## src/rtl/reg_serial_tx.sv

```systemverilog
`timescale 1ns/1ps
// Framed LSB-first serial transmitter (start, data, [parity], stop) fed by a one-entry holding register.
// Defining REG_SERIAL_TX_PARITY_EN adds an even-parity bit after the data bits.
module reg_serial_tx #(
  parameter int W          = 3,
  parameter int BIT_CYCLES = 1
) (
  input  logic         CLK,
  input  logic         RST_N,
  input  logic [W-1:0] D,
  input  logic         Load,
  output logic         Ready,
  output logic         SerOut,
  output logic         Busy
);

  localparam int IDX_W = (W > 1) ? $clog2(W) : 1;
  localparam int CYC_W = (BIT_CYCLES > 1) ? $clog2(BIT_CYCLES) : 1;
  localparam logic [IDX_W-1:0] LAST_IDX = IDX_W'(W - 1);
  localparam logic [IDX_W-1:0] IDX_ONE  = IDX_W'(1);
  localparam logic [IDX_W-1:0] IDX_ZERO = IDX_W'(0);
  localparam logic [CYC_W-1:0] LAST_CYC = CYC_W'(BIT_CYCLES - 1);
  localparam logic [CYC_W-1:0] CYC_ONE  = CYC_W'(1);
  localparam logic [CYC_W-1:0] CYC_ZERO = CYC_W'(0);

`ifdef REG_SERIAL_TX_PARITY_EN
  typedef enum logic [2:0] {
    ST_IDLE   = 3'd0,
    ST_START  = 3'd1,
    ST_DATA   = 3'd2,
    ST_PARITY = 3'd3,
    ST_STOP   = 3'd4
  } state_t;

  function automatic logic parity_step(input logic acc, input logic data_bit);
    return acc ^ data_bit;
  endfunction
`else
  typedef enum logic [2:0] {
    ST_IDLE  = 3'd0,
    ST_START = 3'd1,
    ST_DATA  = 3'd2,
    ST_STOP  = 3'd4
  } state_t;
`endif

  state_t           state_r, state_s;
  logic [W-1:0]     hold_data_r, hold_data_s;
  logic             hold_valid_r, hold_valid_s;
  logic [W-1:0]     shift_r, shift_s;
  logic [IDX_W-1:0] idx_r, idx_s;
  logic [CYC_W-1:0] cyc_r, cyc_s;
  logic             ser_r, ser_s;
  logic             busy_r, busy_s;
  logic             drain_s, accept_s, bit_done_s;
`ifdef REG_SERIAL_TX_PARITY_EN
  logic             par_r, par_s;
`endif

  // Frame sequencing: each bit lasts BIT_CYCLES; STOP can chain straight into START.
  always_comb begin
    state_s    = state_r;
    shift_s    = shift_r;
    idx_s      = idx_r;
    cyc_s      = cyc_r;
    drain_s    = 1'b0;
`ifdef REG_SERIAL_TX_PARITY_EN
    par_s      = par_r;
`endif
    bit_done_s = (cyc_r == LAST_CYC);
    case (state_r)
      ST_IDLE: begin
        if (hold_valid_r) begin
          state_s = ST_START;
          shift_s = hold_data_r;
          drain_s = 1'b1;
          cyc_s   = CYC_ZERO;
`ifdef REG_SERIAL_TX_PARITY_EN
          par_s   = 1'b0;
`endif
        end else begin
          state_s = ST_IDLE;
        end
      end
      ST_START: begin
        if (bit_done_s) begin
          state_s = ST_DATA;
          idx_s   = IDX_ZERO;
          cyc_s   = CYC_ZERO;
        end else begin
          cyc_s = cyc_r + CYC_ONE;
        end
      end
      ST_DATA: begin
        if (bit_done_s) begin
          cyc_s = CYC_ZERO;
`ifdef REG_SERIAL_TX_PARITY_EN
          par_s = parity_step(par_r, shift_r[idx_r]);
`endif
          if (idx_r == LAST_IDX) begin
`ifdef REG_SERIAL_TX_PARITY_EN
            state_s = ST_PARITY;
`else
            state_s = ST_STOP;
`endif
          end else begin
            idx_s = idx_r + IDX_ONE;
          end
        end else begin
          cyc_s = cyc_r + CYC_ONE;
        end
      end
`ifdef REG_SERIAL_TX_PARITY_EN
      ST_PARITY: begin
        if (bit_done_s) begin
          state_s = ST_STOP;
          cyc_s   = CYC_ZERO;
        end else begin
          cyc_s = cyc_r + CYC_ONE;
        end
      end
`endif
      ST_STOP: begin
        if (bit_done_s) begin
          cyc_s = CYC_ZERO;
          if (hold_valid_r) begin
            state_s = ST_START;
            shift_s = hold_data_r;
            drain_s = 1'b1;
`ifdef REG_SERIAL_TX_PARITY_EN
            par_s   = 1'b0;
`endif
          end else begin
            state_s = ST_IDLE;
          end
        end else begin
          cyc_s = cyc_r + CYC_ONE;
        end
      end
      default: begin
        state_s = ST_IDLE;
        cyc_s   = CYC_ZERO;
      end
    endcase
  end

  // Line level is computed from the next state so SerOut can be a plain flop.
  always_comb begin
    ser_s  = 1'b1;
    busy_s = (state_s != ST_IDLE);
    case (state_s)
      ST_IDLE:   ser_s = 1'b1;
      ST_START:  ser_s = 1'b0;
      ST_DATA:   ser_s = shift_s[idx_s];
`ifdef REG_SERIAL_TX_PARITY_EN
      ST_PARITY: ser_s = par_s;
`endif
      ST_STOP:   ser_s = 1'b1;
      default:   ser_s = 1'b1;
    endcase
  end

  // Holding register: accept only while empty; a drain edge never accepts.
  always_comb begin
    accept_s = Load & ~hold_valid_r;
    if (drain_s) begin
      hold_valid_s = 1'b0;
    end else if (accept_s) begin
      hold_valid_s = 1'b1;
    end else begin
      hold_valid_s = hold_valid_r;
    end
    if (accept_s) begin
      hold_data_s = D;
    end else begin
      hold_data_s = hold_data_r;
    end
  end

  // State and datapath registers; reset aborts any frame and drops the held word.
  always_ff @(posedge CLK or negedge RST_N) begin
    if (!RST_N) begin
      state_r      <= ST_IDLE;
      hold_data_r  <= {W{1'b0}};
      hold_valid_r <= 1'b0;
      shift_r      <= {W{1'b0}};
      idx_r        <= IDX_ZERO;
      cyc_r        <= CYC_ZERO;
      ser_r        <= 1'b1;
      busy_r       <= 1'b0;
`ifdef REG_SERIAL_TX_PARITY_EN
      par_r        <= 1'b0;
`endif
    end else begin
      state_r      <= state_s;
      hold_data_r  <= hold_data_s;
      hold_valid_r <= hold_valid_s;
      shift_r      <= shift_s;
      idx_r        <= idx_s;
      cyc_r        <= cyc_s;
      ser_r        <= ser_s;
      busy_r       <= busy_s;
`ifdef REG_SERIAL_TX_PARITY_EN
      par_r        <= par_s;
`endif
    end
  end

  assign Ready  = ~hold_valid_r;
  assign SerOut = ser_r;
  assign Busy   = busy_r;

endmodule

```

## config.mk

```make
export PLATFORM = sky130hd
export DESIGN_NAME = reg_serial_tx
export DESIGN_NICKNAME = d
export VERILOG_FILES = /design/src/rtl/reg_serial_tx.sv
export SDC_FILE = /design/constraint.sdc
export NUM_CORES = 1
export LEC_CHECK = 0
export CORE_MARGIN = 10
export CORE_UTILIZATION = 46
export CTS_CLUSTER_DIAMETER = 40
export DETAILED_ROUTE_END_ITERATION = 10
export GPL_TIMING_DRIVEN = 0
export PLACE_DENSITY = 0.71
export SYNTH_ARGS = -nofsm -noshare
export SYNTH_HDL_FRONTEND = slang
export SYNTH_SLANG_ARGS = --single-unit
```

## constraint.sdc

```tcl
create_clock -name CLK -period 1.6 [get_ports CLK]
set_input_delay 0.32 -clock CLK [delete_from_list [all_inputs] [get_ports CLK]]
set_output_delay 0.32 -clock CLK [all_outputs]
set_load 0.01 [all_outputs]
```

# Word level (Yosys, flattened, before mapping)

Index checks and enable logic that the tools add are counted.

ROM bits: 0
Bits in latches: 0
RAM bits: 0
Bits of input ports: 6
Register bits after elaboration: 15
Memories: 0
Output and inout bits: 3
Word-level logic and storage cells: 48

Bitwise gates (word level): 2
Add/sub/neg operators: 2
Muxes and demuxes: 24
$mul: 0
Reduce and logical (&&, ||, !) cells: 4
Eq/ne operators: 7
$lt $le $gt $ge: 1
Shifts and indexed selects: 0
Divide/modulo/power cells: 0

Operators with widths:

| cell                  | count |
|---|---|
| $mux W3               | 6 |
| $pmux W3 S4           | 1 |
| $mux W1               | 8 |
| $eq A3 B1 Y1 const B  | 2 |
| $eq A3 B2 Y1 const B  | 2 |
| $mux W2               | 3 |
| $pmux W1 S2           | 3 |
| $pmux W3 S2           | 1 |
| $pmux W2 S2           | 1 |
| $eq A3 B3 Y1 const B  | 1 |
| $logic_not A3 Y1      | 1 |
| $lt A2 B3 Y1 const B  | 1 |
| $reduce_bool A3 Y1    | 1 |
| $reduce_or A3 Y1      | 1 |
| $add A2 B1 Y2 const B | 1 |
| $bmux W1 S2           | 1 |
| $eq A2 B2 Y1 const B  | 1 |
| $ne A2 B2 Y1 const B  | 1 |
| $reduce_bool A2 Y1    | 1 |
| $add A1 B1 Y1 const B | 1 |
| $and A1 B1 Y1         | 1 |
| $not A1 Y1            | 1 |

# Longest topological paths before layout

Gate-level depths: netlist (run 1).

Depth after elaboration: 7
Gate-level depth with buffers: 7

# Least setup slack after synthesis (run 1)

OpenSTA, ideal clock, no wires.

Path kind: reg2reg
From: register state_r[1]
To: register ser_r, in the netlist SerOut
Cell stages (with the launch flop): 7
Period minus slack after synthesis: 1.725 ns
Arrival: 1.643 ns
Buffers on the path: 1
Slack: -0.125 ns
Setup time: 0.082 ns
Cell sequence: dfrtp_1 buf_4 nor3b_4 mux2_2 a31oi_1 o21ai_1 a211o_1

Elaborated cells on any way between the ends: 16
Classes of those cells: eq/ne (5); mux (10); reduce/logical (1)

RTL lines:

| what                                         | RTL line | text |
|---|---|---|
| start, declared                              | 47       | `state_t state_r, state_s;` |
| start signal, assigned                       | 195      | `state_r <= state_s;` |
| $eq A3 B3 Y1, or another cell as far along   | 71       | `case (state_r)` |
| $pmux W3 S4 (*)                              | 71       |  |
| via state_s[0]                               | 47       |  |
| $eq A3 B2 Y1 or $eq A3 B1 Y1 (tied branches) | 151      | `case (state_s)` |
| $pmux W1 S2 (*)                              | 151      |  |
| via ser_s                                    | 53       | `logic ser_r, ser_s;` |
| end signal, assigned                         | 201      | `ser_r <= ser_s;` |
| end, declared                                | 53       |  |

The timed path passes the listed nets; every way through them passes the cells marked *. The select of a mux whose other input is x is not followed.
A chain may end at the register's enable or synchronous reset.

# Final worst setup path (run 1)

From: register idx_r[1]
To: register ser_r, in the netlist SerOut

Word-level cells in the longest chain between the ends: 7
Elaborated cells on any way between the ends: 14
Classes of those cells: add/sub (1); eq/ne (3); mux (10)

RTL lines:

| what                                          | RTL line | text |
|---|---|---|
| start, declared                               | 51       | `logic [IDX_W-1:0] idx_r, idx_s;` |
| start signal, assigned                        | 199      | `idx_r <= idx_s;` |
| $add A2 B1 Y2 or $eq A2 B2 Y1 (tied branches) | 107, 100 |  |
| $mux W2                                       | 100      | `if (idx_r == LAST_IDX) begin` |
| $mux W2                                       | 95       | `if (bit_done_s) begin` |
| $pmux W2 S2 (*)                               | 71       |  |
| via idx_s[1]                                  | 51       |  |
| $bmux W1 S2 (*)                               | 154      | `ST_DATA: ser_s = shift_s[idx_s];` |
| $mux W1 (not written as such) (*)             | 154      |  |
| $pmux W1 S2 (*)                               | 151      |  |
| via ser_s                                     | 53       |  |

Marked as above.

==> flow_summary.json, run 1 <==
{
  "status": "finished with violations",
  "violations": "negative setup slack",
  "gp_congestion": 0.716,
  "path_class": "flip-flop to flip-flop",
  "skew_ps": 2.96,
  "yosys.area.top_type_share": 0.487,
  "die_h_um": 58.1,
  "first_pass_iters": 2,
  "dpl.cell_count": 76,
  "clk_pin_slew_ps": 80,
  "initial_core_util": 0.501,
  "drtIter0Drc": 8,
  "grt_pass1_vias": 496,
  "final_cells": 89,
  "worst_slack_ps": -74.0,
  "drc": 0,
  "power.density_nw_per_um2": 2120,
  "synth.area.top_cells": "dfrtp_1, mux2_2, dfstp_2",
  "cp-end-kind": "flip-flop",
  "crit_path_start": "idx_r[1]",
  "cts_tree": "yes",
  "wl_per_cell_um": 13.8,
  "ys_seq_area_frac": 0.526,
  "crit_required_ps": 1810,
  "cts.sinks": 14,
  "cts.path.max_buffers": 2,
  "synth-async-reset-ratio": 1.00,
  "area_growth_syn_to_layout_pct": 37.3,
  "leakage_uw": 0.000432,
  "grt_first_pass_wirelength_mm": 2.13,
  "finalCoreUtilization": 0.688,
  "worstSetupStartpointType": "flip-flop",
  "synth-seq-cells": 14,
  "viasPerCell": 5.30,
  "clk_latency_ps": 280,
  "arrival_ps": 1880,
  "io_pins": 9,
  "io_buffers": 8,
  "cts_buffers": 3,
  "netlist_instances": 53,
  "rsz0062_at_grt": "yes",
  "clock.fmax_mhz": 597,
  "synthMostInstantiatedCell": "dfrtp_1",
  "htree_levels": 1,
  "grt-ovfl-total": 0,
  "hold_class": "input pin to asynchronous set/reset pin",
  "syn-num-nets": 61,
  "min_period_over_period": 1.05,
  "cap_violations": 0,
  "ir_drop_mv": 1.31,
  "worst_pin_slew_ps": 591,
  "antennaDiodeCount": 0,
  "cts_root_buffer": "clkbuf_4",
  "setup_viol": 1,
  "syn_avg_cell_area_um2": 12.6,
  "final_antenna_net_count": 0,
  "regToRegStartpoint": "idx_r[1]",
  "crit_fanout": 3,
  "slew_headroom": 0.605,
  "grt_usage": 0.0786,
  "hold_buffers": 0,
  "finalNetCount": 83,
  "core_um2": 1330,
  "slew_viol_final": 0,
  "antenna_found_initial": 0,
  "wl_mm": 1.23,
  "fp-row-count": 13,
  "synth_top_cell_by_area": "dfrtp_1",
  "grt_max_degree": 15,
  "synth_area_um2": 668,
  "final_layout_size_suffix_gt1_frac": 0.432,
  "synth_common_cells": "dfrtp_1, mux2_2, inv_1, nor2_1",
  "num_vias": 472,
  "die_w_um": 58.1,
  "post-route-min-period_ps": 1670,
  "design.die.area_um2": 3380,
  "ys.flop_type": "dfrtp_1",
  "ys_warn_count": 0,
  "synth_edf_count": 0,
  "synthDistinctLibCells": 23,
  "dp_hpwl_um": 784,
  "finalHoldViolCount": 0
}
## state kept, by name (all words and copies together) (netlist names)
signal        cells
state_r           3
hold_valid_r      1
idx_r             2
shift_r           3
SerOut            1
Busy              1
hold_data_r       3
## logic make-up (layout without fill, tap and decap cells)
logic type | count (synthesis) | in the layout | share of synthesized area
flip-flops | 14 | 14 | 0.526
AND/OR/NAND/NOR | 14 | 14 | 0.140
AO/OA/AOI/OAI | 8 | 8 | 0.109
multiplexers | 8 | 8 | 0.131
buffers and inverters | 7 | 28 | 0.0562
adder cells (fa/ha/maj) | 2 | 2 | 0.0374
## through the flow
step	TNS, ps	instance area, um2	total power [uW]	setup WS, ps	hold WS (ps)
floorplan	-45.7	679	1250	-45.7	24.4
global placement	-157	778	1440	-157	483
detailed placement	-174	778	1460	-174	479
CTS	-117	882	1880	-117	434
global route	-155	917	2100	-155	460
finish	-74.0	917	1940	-74.0	413
## where the power goes
part / internal, uW / total (uW) / switching (uW)
logic: 621 / 1040 / 424
registers: 535 / 650 / 115
clock network: 138 / 248 / 110
## area by class of cell
cell class / count / area [um2]
buffer: 1 / 11.3
clock buffer: 4 / 36.3
fill: 116 / 417
inverter: 5 / 18.8
multi-input combinational: 32 / 327
sequential: 14 / 353
tap: 15 / 18.8
timing repair buffer: 18 / 153
## per-layer routing
metal / global-route usage / vias up / share of wire
met2: 0.130 / 10 / 0.51
met5: 0 / - / 0
met1: 0.0807 / 232 / 0.43
met3: 0.0327 / 2 / 0.051
li1: - / 228 / -
met4: 0.0470 / 0 / 0.0090
## what timing repair did
action / in CTS / in global routing
pin swaps: 6 / 6
buffers inserted: 8 / 3
setup endpoints to repair: 3 / 1
gates resized for setup: 5 / 6
## worst max-delay path, cell delays in order, from the launching register on
cell and delay (ps):
dfrtp_1 400, inv_2 80, ha_4 190, nor4bb_4 160
a211o_1 310, a31oi_1 130, o21ai_1 80, a211o_1 260
## cell usage in the layout (no fill, tap or decap), drive strengths merged
master	instances
buf	11
mux2i	2
ha	2
nor3	1
a31oi	1
dfstp	1
and4bb	1
o31ai	1
nor2	5
a211o	2
nor4bb	1
nor2b	2
clkbuf	4
and3	2
dlygate4sd2	2
mux2	6
dfrtp	13
nand2	1
o21ai	2
nor3b	1
inv	5
a211oi	1
o21bai	1
clkdlybuf4s50	6
## path summary, 6_finish.rpt
check,end,slack [ps],cells after the start
min in group CLK,shift_r[2],500,1
min reg2reg,shift_r[2],500,1
min,hold_data_r[1],410,1
max,SerOut,-70,7
max in group asynchronous,state_r[1],770,1
max reg2reg,SerOut,-70,7
Note: power is estimated with default switching activity, not from simulation.
==> run 2, diff against run 1 <==
--- a/config.mk
+++ b/config.mk
@@ -5,12 +5,14 @@
 export SDC_FILE = /design/constraint.sdc
 export NUM_CORES = 1
 export LEC_CHECK = 0
+export ABC_AREA = 1
 export CORE_MARGIN = 10
-export CORE_UTILIZATION = 46
+export CORE_UTILIZATION = 45
 export CTS_CLUSTER_DIAMETER = 40
 export DETAILED_ROUTE_END_ITERATION = 10
 export GPL_TIMING_DRIVEN = 0
-export PLACE_DENSITY = 0.71
+export PLACE_DENSITY = 0.7
+export SLEW_MARGIN = 5
 export SYNTH_ARGS = -nofsm -noshare
 export SYNTH_HDL_FRONTEND = slang
 export SYNTH_SLANG_ARGS = --single-unit
==> run 2 against run 1 <==
The run now ends clean. Cell count fell by 1.1%. Fmax rose by 15%. Critical path type is now flip-flop to output pin. Clock skew up 2.8 ps. Design area decreased by 17%. First-iteration DRC count shrank 13%. Critical path depth is 6 lower. Routed wire length is 10% lower. Global-route usage fell by 0.46 points. Clock power decreased by 17%. Via count is 10% lower.
==> flow_summary.json, run 2 <==
{
  "status": "finished, final reports clean",
  "final_antenna_net_count": 0,
  "final_cells": 88,
  "layout_commonest_cell": "nand2_1",
  "die_w_um": 57.7,
  "finalNetCount": 82,
  "cp_slowest_cell": "clkdlybuf4s50_1",
  "synthDistinctLibCells": 19,
  "netlist_instances": 61,
  "cts.sinks": 14,
  "postCtsSetupBuffers": 0,
  "antenna_found_initial": 0,
  "io_buffers": 8,
  "layout_common_cells": "nand2_1, dfrtp_1, inv_1, clkdlybuf4s50_1, nand2_2",
  "worst_pin_slew_ps": 590,
  "path_class": "flip-flop to output pin",
  "synthMostInstantiatedCell": "nand2_1",
  "synth-seq-cells": 14,
  "num-fill-cells": 105,
  "post-route-min-period_ps": 1450,
  "worstSetupStartpointType": "flip-flop",
  "synth_top_cell_by_area": "dfrtp_1",
  "power.density_nw_per_um2": 1990,
  "io_pins": 9,
  "crit_family": "buffers and inverters",
  "final_layout_size_suffix_gt1_frac": 0.260,
  "area_growth_syn_to_layout_pct": 19.1,
  "num_vias": 423,
  "cp_cell_sequence": "clkdlybuf4s50_1",
  "crit_required_ps": 1280,
  "grt_pass1_vias": 426,
  "dpl.cell_count": 84,
  "clock.fmax_mhz": 688,
  "cts.path.max_buffers": 2,
  "timing.setup.tns_ps": 0,
  "final_area_um2": 763,
  "dp_hpwl_um": 873,
  "rsz0062_at_grt": "no",
  "hold_class": "input pin to asynchronous set/reset pin",
  "fp-row-count": 13,
  "synth_edf_count": 0,
  "htree_levels": 1,
  "die_h_um": 57.7,
  "grt_max_degree": 15,
  "synth-async-reset-ratio": 1.00,
  "min_period_over_period": 0.908,
  "ys.flop_type": "dfrtp_1",
  "core_um2": 1320,
  "synth_common_cells": "nand2_1, dfrtp_1, inv_1",
  "wl_mm": 1.10,
  "cp-end-kind": "output pin",
  "drc": 0,
  "ys_seq_area_frac": 0.549,
  "slew_headroom": 0.605,
  "crit_fanout": 1,
  "synth.area.top_cells": "dfrtp_1, nand2_1, mux2_2",
  "drtIter0Drc": 7,
  "clk_pin_slew_ps": 80,
  "dpl_cell_area_um2": 739,
  "yosys.area.top_type_share": 0.508,
  "cts_buffers": 3,
  "gp_congestion": 0.682,
  "design.die.area_um2": 3330,
  "wl_per_cell_um": 12.5,
  "leakage_uw": 0.000379,
  "initial_core_util": 0.486,
  "setup_viol": 0,
  "synth_area_um2": 641,
  "cts_root_buffer": "clkbuf_4",
  "first_pass_iters": 4,
  "reg_top3": "hold_data_r (3), shift_r (3), state_r (3)",
  "slew_viol_final": 0,
  "grt_usage": 0.0740,
  "finalHoldViolCount": 0,
  "ys_warn_count": 0,
  "arrival_ps": 1130,
  "syn_avg_cell_area_um2": 10.5,
  "viasPerCell": 4.81,
  "clk_latency_ps": 280,
  "crit_buf_inv": 1,
  "skew_ps": 5.72,
  "cpPeakStageDelay_ps": 530,
  "syn-num-nets": 69,
  "cap_violations": 0,
  "grt-ovfl-total": 0,
  "cts_tree": "yes",
  "ir_drop_mv": 0.891,
  "grt_first_pass_wirelength_mm": 1.90,
  "antennaDiodeCount": 0
}
## run 2: layout make-up
| type | count | area (um2) | area share |
|---|---|---|---|
| timing repair buffer | 8 | 77.6 | 0.102 |
| sequential | 14 | 352 | 0.461 |
| tap | 15 | 18.8 | 0.0246 |
| clock buffer | 4 | 26.3 | 0.0344 |
| inverter | 8 | 35.0 | 0.0459 |
| multi-input combinational | 39 | 254 | 0.333 |
## run 2: stage by stage
step                utilization  power [uW]  setup WS, ps  hold WS [ps]
floorplan                     -        1140           458          24.4
global placement          0.561        1320           233           460
detailed placement        0.561        1350           216           469
CTS                       0.579        1550           124           433
global route              0.579        1660          98.6           458
finish                    0.579        1520           147           408
## run 2: timing repair
action | in CTS | in global routing
gates resized for setup | 2 | 0
setup endpoints to repair | 2 | 0
hold buffers | 0 | 0
## run 2: kinds of logic (layout without fill, tap and decap cells)
family | Yosys count | after routing | synth area share
simple gates | 30 | 30 | 0.266
fa+ha+maj | 2 | 2 | 0.0391
flops | 14 | 14 | 0.549
compound gates | 4 | 4 | 0.0391
buf+inv | 8 | 20 | 0.0547
mux | 3 | 3 | 0.0527
## run 2: metal layers
metal	vias up	track usage	routed length, um
met5	-	0	0
met4	0	0.0503	36
met3	5	0.0240	76
met2	10	0.115	541
met1	193	0.0840	449
li1	215	-	-
## run 2: worst paths after layout
path                                  end  startpoint  depth (start not counted)  slack [ps]
max reg2reg                        SerOut  state_r[1]                         11         310
min reg2reg                    shift_r[0]  shift_r[0]                          2         490
min                        hold_data_r[2]       RST_N                          1         410
max                                  Busy        Busy                          1         150
max in group asynchronous            Busy       RST_N                          1         800
min in group CLK               shift_r[0]  shift_r[0]                          2         490
## run 2: power breakdown
part           internal [uW]  switching (uW)  leakage [uW]
sequential               526            92.6      0.000172
combinational            293             406      0.000193
clock                   96.8             109     0.0000150
